<file path="config.mk">
export PLATFORM = sky130hd
export DESIGN_NAME = ram_port_arbiter
export DESIGN_NICKNAME = d
export VERILOG_FILES = /design/src/rtl/ram_port_arbiter_pkg.sv /design/src/rtl/ram_port_arbiter_arb_rr2.sv /design/src/rtl/ram_port_arbiter.sv
export SDC_FILE = /design/constraint.sdc
export NUM_CORES = 1
export LEC_CHECK = 0
export CORE_MARGIN = 2
export CORE_UTILIZATION = 36
export CTS_CLUSTER_DIAMETER = 60
export DETAILED_ROUTE_END_ITERATION = 10
export GPL_TIMING_DRIVEN = 0
export PLACE_DENSITY_LB_ADDON = 0.2
export SLEW_MARGIN = 20
export SYNTH_ARGS = -nofsm -noshare
export SYNTH_HDL_FRONTEND = slang
export SYNTH_SLANG_ARGS = --single-unit
</file>
<file path="constraint.sdc">
create_clock -name clk -period 1.5 [get_ports clk]
set_input_delay 0.15 -clock clk [delete_from_list [all_inputs] [get_ports clk]]
set_output_delay 0.15 -clock clk [all_outputs]
set_load 0.02 [all_outputs]
</file>
<file path="src/rtl/ram_port_arbiter_pkg.sv">
// ram_port_arbiter_pkg
//   Shared definitions for the RAM port arbiter and its round-robin helper:
//   the transaction FSM state encoding and the requester identifiers used
//   for grant_id, last_grant and the arbiter's grant output.
package ram_port_arbiter_pkg;

  // Transaction sequencer states: idle, drive the RAM for one cycle,
  // wait out the read latency, then pulse the winner's ack.
  typedef enum logic [1:0] {
    S_IDLE  = 2'd0,
    S_ISSUE = 2'd1,
    S_WAIT  = 2'd2,
    S_ACK   = 2'd3
  } arb_state_t;

  // Requester identifiers, also the bit positions in the packed request vector.
  localparam logic REQ_CPU = 1'b0;
  localparam logic REQ_DMA = 1'b1;

endpackage

</file>
<file path="src/rtl/ram_port_arbiter_arb_rr2.sv">
// arb_rr2
//   Purely combinational two-way arbiter between the CPU and DMA requesters.
//   Ports:
//     req        in  2  request vector, bit 0 = CPU, bit 1 = DMA
//     last_grant in  1  owner of the previous grant (REQ_CPU / REQ_DMA)
//     prio_mode  in  1  0 = round-robin on contention, 1 = CPU always wins
//     gnt_id     out 1  chosen requester; only meaningful when req != 0
module arb_rr2
  import ram_port_arbiter_pkg::*;
(
  input  logic [1:0] req,
  input  logic       last_grant,
  input  logic       prio_mode,
  output logic       gnt_id
);

  // A lone requester always wins. On contention, fixed mode favours the CPU
  // and round-robin mode hands the grant to whoever did not have it last.
  always_comb begin
    gnt_id = REQ_CPU;
    if (req == 2'b10) begin
      gnt_id = REQ_DMA;
    end else if (req == 2'b11) begin
      gnt_id = prio_mode ? REQ_CPU : !last_grant;
    end
  end

endmodule

</file>
<file path="src/rtl/ram_port_arbiter.sv">
// ram_port_arbiter
//   Shares one single-port RAM between the CPU memory path and a DMA/loader
//   port. Each access runs as a single in-flight transaction:
//   IDLE -> ISSUE -> (WAIT x RD_LAT for reads) -> ACK -> IDLE.
//   Ports:
//     clk, rst                      clock (rising edge), synchronous active-high reset
//     cpu_req/we/addr/wdata         CPU request; req held until cpu_ack
//     cpu_ack, cpu_rdata            one-cycle completion pulse, read data (held)
//     dma_req/we/addr/wdata         DMA request, same protocol as the CPU
//     dma_ack, dma_rdata            one-cycle completion pulse, read data (held)
//     ram_address, ram_data         RAM address/write data, hold outside ISSUE
//     ram_rden, ram_wren            RAM strobes, only ever high in ISSUE
//     ram_q                         RAM read data, valid RD_LAT cycles after sampling
//     busy                          high whenever the FSM is not idle
//     grant_id                      owner of the current/last transaction (0 CPU, 1 DMA)
module ram_port_arbiter
  import ram_port_arbiter_pkg::*;
#(
  parameter int ADDR_W    = 9,
  parameter int DATA_W    = 32,
  parameter int RD_LAT    = 1,
  parameter int PRIO_MODE = 0
) (
  input  logic              clk,
  input  logic              rst,
  input  logic              cpu_req,
  input  logic              cpu_we,
  input  logic [ADDR_W-1:0] cpu_addr,
  input  logic [DATA_W-1:0] cpu_wdata,
  output logic              cpu_ack,
  output logic [DATA_W-1:0] cpu_rdata,
  input  logic              dma_req,
  input  logic              dma_we,
  input  logic [ADDR_W-1:0] dma_addr,
  input  logic [DATA_W-1:0] dma_wdata,
  output logic              dma_ack,
  output logic [DATA_W-1:0] dma_rdata,
  output logic [ADDR_W-1:0] ram_address,
  output logic [DATA_W-1:0] ram_data,
  output logic              ram_rden,
  output logic              ram_wren,
  input  logic [DATA_W-1:0] ram_q,
  output logic              busy,
  output logic              grant_id
);

  localparam int              CNT_W    = $clog2(RD_LAT + 1);
  localparam logic [CNT_W-1:0] CNT_LAST = CNT_W'(RD_LAT - 1);

  arb_state_t       state;
  arb_state_t       state_next;
  logic             last_grant;
  logic             lat_we;
  logic [CNT_W-1:0] wait_cnt;
  logic             gnt_id;
  logic             start_txn;

  assign start_txn = (state == S_IDLE) && (cpu_req || dma_req);

  arb_rr2 u_arb (
    .req        ({dma_req, cpu_req}),
    .last_grant (last_grant),
    .prio_mode  (PRIO_MODE != 0),
    .gnt_id     (gnt_id)
  );

  // State register. Reset drops any in-flight transaction on the floor.
  always_ff @(posedge clk) begin
    if (rst) begin
      state <= S_IDLE;
    end else begin
      state <= state_next;
    end
  end

  // Next-state and strobe/ack decode. Strobes only exist in ISSUE, so the
  // RAM never sees read and write together and never sees a stale strobe.
  always_comb begin
    state_next = state;
    ram_wren   = 1'b0;
    ram_rden   = 1'b0;
    cpu_ack    = 1'b0;
    dma_ack    = 1'b0;
    busy       = (state != S_IDLE);
    case (state)
      S_IDLE: begin
        if (cpu_req || dma_req) state_next = S_ISSUE;
      end
      S_ISSUE: begin
        ram_wren   = lat_we;
        ram_rden   = !lat_we;
        state_next = lat_we ? S_ACK : S_WAIT;
      end
      S_WAIT: begin
        if (wait_cnt == CNT_LAST) state_next = S_ACK;
      end
      S_ACK: begin
        cpu_ack    = (grant_id == REQ_CPU);
        dma_ack    = (grant_id == REQ_DMA);
        state_next = S_IDLE;
      end
      default: state_next = S_IDLE;
    endcase
  end

  // Grant bookkeeping and request latch. The winner's command is captured
  // straight into the RAM-facing registers on the IDLE->ISSUE edge, so the
  // requester's inputs are free to change for the rest of the transaction
  // and the RAM address/data naturally hold their last values afterwards.
  always_ff @(posedge clk) begin
    if (rst) begin
      last_grant  <= REQ_DMA;
      grant_id    <= REQ_CPU;
      lat_we      <= 1'b0;
      ram_address <= '0;
      ram_data    <= '0;
    end else if (start_txn) begin
      last_grant <= gnt_id;
      grant_id   <= gnt_id;
      if (gnt_id == REQ_DMA) begin
        lat_we      <= dma_we;
        ram_address <= dma_addr;
        ram_data    <= dma_wdata;
      end else begin
        lat_we      <= cpu_we;
        ram_address <= cpu_addr;
        ram_data    <= cpu_wdata;
      end
    end
  end

  // Read latency counter and read-data capture. The counter is cleared while
  // the address is being issued and counts WAIT cycles; ram_q is taken in the
  // last WAIT cycle and steered to the owner's rdata register, which then
  // holds until the owner's next read or a reset.
  always_ff @(posedge clk) begin
    if (rst) begin
      wait_cnt  <= '0;
      cpu_rdata <= '0;
      dma_rdata <= '0;
    end else if (state == S_ISSUE) begin
      wait_cnt <= '0;
    end else if (state == S_WAIT) begin
      if (wait_cnt == CNT_LAST) begin
        if (grant_id == REQ_DMA) begin
          dma_rdata <= ram_q;
        end else begin
          cpu_rdata <= ram_q;
        end
      end else begin
        wait_cnt <= wait_cnt + CNT_W'(1);
      end
    end
  end

endmodule

</file>
==> results.yml, run 1 <==
worst_setup_path:
  cpMaxStageDelayCell: "dfxtp_4"
  path_delay_family: "buffers and inverters"
  reg2reg_depth: 8
  crit_buf_inv: 4
  startpoint: "state[0]"
  crit_type: "reg -> reg"
  r2r_end: "ram_data[13]"
  r2r_slack_ns: -0.009
  path_depth: 8
  cp-start-kind: "register"
  cp_max_fo: 8
  end_kind: "register"
  crit_chain: "inv_4, ha_2, buf_6, o21a_4, buf_12, clkbuf_16, nor2_1, a211oi_2"
  worstPathRequired_ns: 1.77
  endpoint: "ram_data[13]"
  timing.rr.start: "state[0]"
  critical_path.max_stage_delay_ns: 0.37
  crit_arrival_ns: 1.78
clock_network:
  cts-root-buf: "clkbuf_16"
  htreeDepth: 3
  tritoncts: "done"
  clock_sink_count: 110
  clkLatencyLatePin_ns: 0.35
  clk_pin_slew_ns: 0.07
  cts_buffers: 9
  clk_path_buf_depth: 2
synthesis:
  yosysWarnings: 0
  yosysUniqueCellTypes: 29
  syn_area_per_cell_sq_um: 8.27
  ys_ff_latch: 110
  synthSimpleGateAreaFrac: 0.196
  syn_area_sq_um: 4520
  synth-compound-area-share: 0.249
  netlist_instances: 546
  synthMuxAreaShare: 0.00222
  seq_area_frac_synth: 0.488
  synth_top_family_by_area: "compound AO/OA/AOI/OAI gates"
  synth_nets: 670
  synth-adder-area-share: 0.0111
  synth_xor_area_frac: 0
status:
  status: "complete, but fails checks"
  violations: "setup timing"
power:
  power.density_nw_per_um2: 1550
  finalPower_mw: 12.3
  leakage_nw: 3.60
  ir_drop_v: 0.000700
final_layout:
  diodes: 0
  layout.nets: 925
  syn2layout_area_growth_pct: 75.6
  finalNonFillerCells: 974
  drive_above_1_share: 0.207
detailed_routing:
  via_per_inst: 4.89
  drtIter0Drc: 253
  drc: 0
  drtAntennaViolNets: 0
  vias: 4761
  dr.pass1.iters: 5
  routedWlPerCell_um: 15.9
  drt_wl_total_um: 15500
floorplan:
  dieHeight_um: 116
  io_pins: 231
  start_util: 0.373
  die_w_um: 116
  core_sq_um: 12100
  dieArea_sq_um: 13500
  rows: 40
timing:
  hold_viol: 0
  worstMarginPinSlew_ns: 0.769
  tns_ns: -0.0286
  rsz0062_at_grt: "yes"
  worst_slack_ns: -0.00922
  skew_ns: 0.00726
  maxSlewHeadroom: 0.487
  period_minus_slack_ns: 1.51
  timing.fmax_ghz: 0.663
  period_share: 1.01
  setup_viol: 4
  final_max_slew_viol_count: 0
worst_hold_path:
  min_from: "cpu_req"
  hold_path_class: "in -> reg"
placed_design:
  hpwlAfterDp_um: 11200
  gp_congestion: 0.800
  port_buffers: 228
  post-place-cells: 942
global_route:
  grt_usage: 0.215
  grt_overflow: 0
  grt_max_degree: 20
  grt_first_pass_wirelength_um: 22600
  grt_pass1_vias: 4734
  grt_antenna_before_repair: 0
run:
  drv_cap: 0
## power breakdown
group,switching [mW],leakage [nW],internal [mW],total (mW)
clock,1.15,0.143,1.20,2.35
sequential,0.401,0.900,3.53,3.93
combinational,3.07,2.56,2.95,6.03
## state kept, by name (all words and copies together) (netlist names)
signal,cells
last_grant,1
dma_rdata,32
cpu_rdata,32
lat_we,1
ram_address,9
ram_data,32
state,2
grant_id,1
## stage by stage
| step | setup WS (ns) | hold WS, ns | cell area [sq um] | utilization |
|---|---|---|---|---|
| floorplan | 0.00438 | 0.286 | 4520 | - |
| global placement | -0.200 | 0.443 | 7010 | 0.579 |
| detailed placement | -0.277 | 0.447 | 7010 | 0.579 |
| CTS | -0.0160 | 0.257 | 7460 | 0.616 |
| global route | -0.0874 | 0.301 | 7930 | 0.655 |
| finish | -0.00922 | 0.292 | 7930 | 0.655 |
## cells in the mapped netlist
| cell | number | area [sq um] |
|---|---|---|
| nor2_1 | 44 | 165 |
| nor3b_1 | 1 | 7.51 |
| buf_2 | 20 | 100 |
| o21a_1 | 1 | 7.51 |
| ha_1 | 4 | 50.1 |
| nand2_1 | 170 | 638 |
| buf_4 | 2 | 15.0 |
| a21oi_1 | 107 | 536 |
| mux2i_1 | 1 | 10.0 |
| nand3_1 | 1 | 5.00 |
| inv_1 | 3 | 11.3 |
| a21bo_2 | 1 | 10.0 |
| o21ai_0 | 1 | 5.00 |
| a211oi_1 | 3 | 22.5 |
| or3b_1 | 1 | 8.76 |
| a211oi_2 | 39 | 488 |
| a21boi_4 | 1 | 18.8 |
| a22oi_1 | 1 | 7.51 |
| nor3b_2 | 1 | 12.5 |
| o21ai_4 | 1 | 16.3 |
| and3b_1 | 1 | 8.76 |
| dfxtp_1 | 110 | 2200 |
| and2_1 | 2 | 12.5 |
| a31oi_1 | 2 | 12.5 |
| nand3b_1 | 1 | 7.51 |
| clkbuf_1 | 20 | 75.1 |
| nor2b_1 | 2 | 12.5 |
| or2_2 | 1 | 6.26 |
| buf_6 | 4 | 45.0 |
## layer usage
| metal | share of wire | global-route usage |
|---|---|---|
| met3 | 0.070 | 0.0575 |
| met2 | 0.48 | 0.373 |
| met4 | 0.028 | 0.0913 |
| met5 | 0 | 0 |
| met1 | 0.43 | 0.251 |
## cells in the final DEF, fill, tap and decap left out, types with 3 or more instances in the layout
cell and instances:
a211oi_1 3, a211oi_2 39, a21oi_1 98, a21oi_2 9
buf_12 3, buf_2 10, buf_4 17, buf_6 17
clkbuf_1 12, clkbuf_16 13, clkdlybuf4s50_1 174, dfxtp_1 108
dlygate4sd2_1 3, dlymetal6s2s_1 46, nand2_1 168, nor2_1 13
nor2_2 29
## area by class of cell
class,count,area (sq um)
Sequential cell,110,2210
Buffer,44,377
Inverter,3,16.3
Tap cell,168,210
Clock buffer,10,239
Timing Repair Buffer,245,2580
Clock inverter,6,52.6
Fill cell,1061,4180
Multi-Input combinational cell,388,2250
## logic make-up (layout without fill, tap and decap cells)
logic type,after synthesis,after routing
buf+inv,49,308
fa+ha+maj,4,4
simple gates,225,225
flops,110,110
mux,1,1
compound gates,157,158
## worst min path at each step
| stage | to | cells past startpoint | slack (ns) |
|---|---|---|---|
| after floorplan | cpu_rdata[28] | 2 | 0.29 |
| after global placement | cpu_rdata[18] | 2 | 0.44 |
| after detailed placement | dma_rdata[2] | 2 | 0.45 |
| after CTS | last_grant | 3 | 0.26 |
| after global routing | last_grant | 3 | 0.30 |
| final | last_grant | 3 | 0.29 |
## worst reg2reg max path, cell delays in order (launching register included)
cell	delay, ns
dfxtp_4	0.37
inv_4	0.08
ha_2	0.17
buf_6	0.14
o21a_4	0.16
buf_12	0.14
clkbuf_16	0.15
nor2_1	0.05
a211oi_2	0.18
## timing repair
action	4_1_cts	5_1_grt
pin swaps	1	17
hold buffers	0	0
cloned	0	8
setup endpoints to repair	109	144
buffers inserted	3	7
resized for setup	88	106
hold endpoints to repair	0	0
Power figures use the tool's default switching activity.
==> run 2, diff against run 1 <==
--- a/config.mk
+++ b/config.mk
@@ -5,12 +5,12 @@
 export SDC_FILE = /design/constraint.sdc
 export NUM_CORES = 1
 export LEC_CHECK = 0
-export CORE_MARGIN = 2
 export CORE_UTILIZATION = 36
 export CTS_CLUSTER_DIAMETER = 60
 export DETAILED_ROUTE_END_ITERATION = 10
 export GPL_TIMING_DRIVEN = 0
 export PLACE_DENSITY_LB_ADDON = 0.2
+export SKIP_CTS_REPAIR_TIMING = 1
 export SLEW_MARGIN = 20
 export SYNTH_ARGS = -nofsm -noshare
 export SYNTH_HDL_FRONTEND = slang
==> results.yml, run 2 (synthesized netlist as in run 1, its figures left out) <==
status:
  status: "complete, but fails checks"
  violations: "setup timing"
worst_setup_path:
  r2r_end: "cpu_rdata[5]"
  cp-start-kind: "register"
  startpoint: "state[1]"
  timing.rr.start: "state[1]"
  cpMaxStageDelayCell: "or3b_4"
  crit_chain: "inv_4, ha_4, or3b_4, clkbuf_16, nand2_4, a21oi_2"
  crit_type: "reg -> reg"
  r2r_slack_ns: -0.06
  cp_max_fo: 8
  end_kind: "register"
  reg2reg_depth: 6
  crit_arrival_ns: 1.76
  worstPathRequired_ns: 1.71
  critical_path.max_stage_delay_ns: 0.51
power:
  pwr-share-comb: 0.500
  ir_drop_v: 0.000893
  power.density_nw_per_um2: 1510
  leakage_nw: 3.83
  swShare: 0.376
  finalPower_mw: 12.4
  p_sw_mw: 4.67
  power_frac_clock: 0.181
  pwr-share-seq: 0.319
  cell_internal_pwr_mw: 7.74
worst_hold_path:
  holdPathStages: 3
  hold_path_end: "last_grant"
  min_from: "cpu_req"
  hold_path_class: "in -> reg"
timing:
  rsz0062_at_grt: "yes"
  tns_ns: -0.803
  worstMarginPinSlew_ns: 0.755
  timing.fmax_ghz: 0.642
  skew_ns: 0.00830
  worst_slack_ns: -0.0569
  period_minus_slack_ns: 1.56
  hold_viol: 0
  maxSlewHeadroom: 0.497
  period_share: 1.04
  final_max_slew_viol_count: 0
  whs_ns: 0.264
  setup_viol: 31
placed_design:
  gp_congestion: 0.782
  post-place-cells: 942
  port_buffers: 228
  hpwlAfterDp_um: 10800
final_layout:
  final_cell_mix: "clkdlybuf4s50_1 (168), nand2_1 (140), dfxtp_1 (108)"
  diodes: 0
  finalNonFillerCells: 970
  syn2layout_area_growth_pct: 81.4
  layout.nets: 922
  final_common_cell: "clkdlybuf4s50_1"
  largest_registers: "cpu_rdata (32), dma_rdata (32), ram_data (32)"
  drive_above_1_share: 0.249
clock_network:
  clkLatencyLatePin_ns: 0.35
  clock_sink_count: 110
  tritoncts: "done"
  clk_path_buf_depth: 2
  htreeDepth: 3
  cts-root-buf: "clkbuf_16"
  cts_buffers: 9
  clk_pin_slew_ns: 0.07
global_route:
  grt_antenna_before_repair: 0
  grt_usage: 0.217
  grt_pass1_vias: 4581
  grt_overflow: 0
  grt_first_pass_wirelength_um: 22100
  grt_max_degree: 19
detailed_routing:
  via_per_inst: 4.88
  vias: 4738
  drc: 0
  routedWlPerCell_um: 15.6
  drt_wl_total_um: 15200
  dr.pass1.iters: 4
  drtIter0Drc: 221
  drtAntennaViolNets: 0
floorplan:
  start_util: 0.373
  dieHeight_um: 114
  die_w_um: 114
  core_sq_um: 12100
  rows: 40
  io_pins: 231
  dieArea_sq_um: 13000
run:
  drv_cap: 0
-- run 2: layout make-up --
cell class	instances	area (sq um)
Fill cell	982	3920
Timing Repair Buffer	243	2640
Multi-Input combinational cell	387	2460
Sequential cell	110	2210
Buffer	44	378
Clock buffer	9	225
Tap cell	168	210
Clock inverter	6	46.3
Inverter	3	16.3
-- run 2: power groups by stage --
stage	Combinational [mW]	Sequential [mW]	Clock, mW
floorplan	2.17	4.54	0
global placement	4.75	3.88	0
detailed placement	4.84	3.91	0
CTS	4.85	3.85	2.30
global route	6.65	4.02	2.44
finish	6.20	3.96	2.24
-- run 2: routing by layer --
layer  global-route usage  routed length, um
met4               0.0892                404
met5                    0                  0
met3               0.0499                867
met1                0.252               6450
met2                0.384               7460
-- run 2: worst max-delay path by stage --
stage | slack [ns] | to
after global routing | -0.09 | cpu_rdata[5]
after detailed placement | -0.28 | cpu_rdata[5]
after global placement | -0.25 | cpu_rdata[5]
after floorplan | 0.004 | cpu_rdata[30]
final | -0.06 | cpu_rdata[5]
after CTS | -0.57 | busy
-- run 2: through the flow --
stage / worst slack (ns) / cell area (sq um) / utilization
finish: -0.0569 / 8190 / 0.676
global route: -0.0904 / 8190 / 0.676
CTS: -0.572 / 7280 / 0.601
detailed placement: -0.280 / 7010 / 0.579
global placement: -0.248 / 7010 / 0.579
floorplan: 0.00438 / 4520 / -
-- run 2: critical path, delay by kind of cell (launching register included) --
family,cells,cell delay (ns)
AND/OR/NAND/NOR,2,0.57
flip-flops,1,0.38
buffers and inverters,2,0.27
adder cells (fa/ha/maj),1,0.17
AO/OA/AOI/OAI,1,0.04
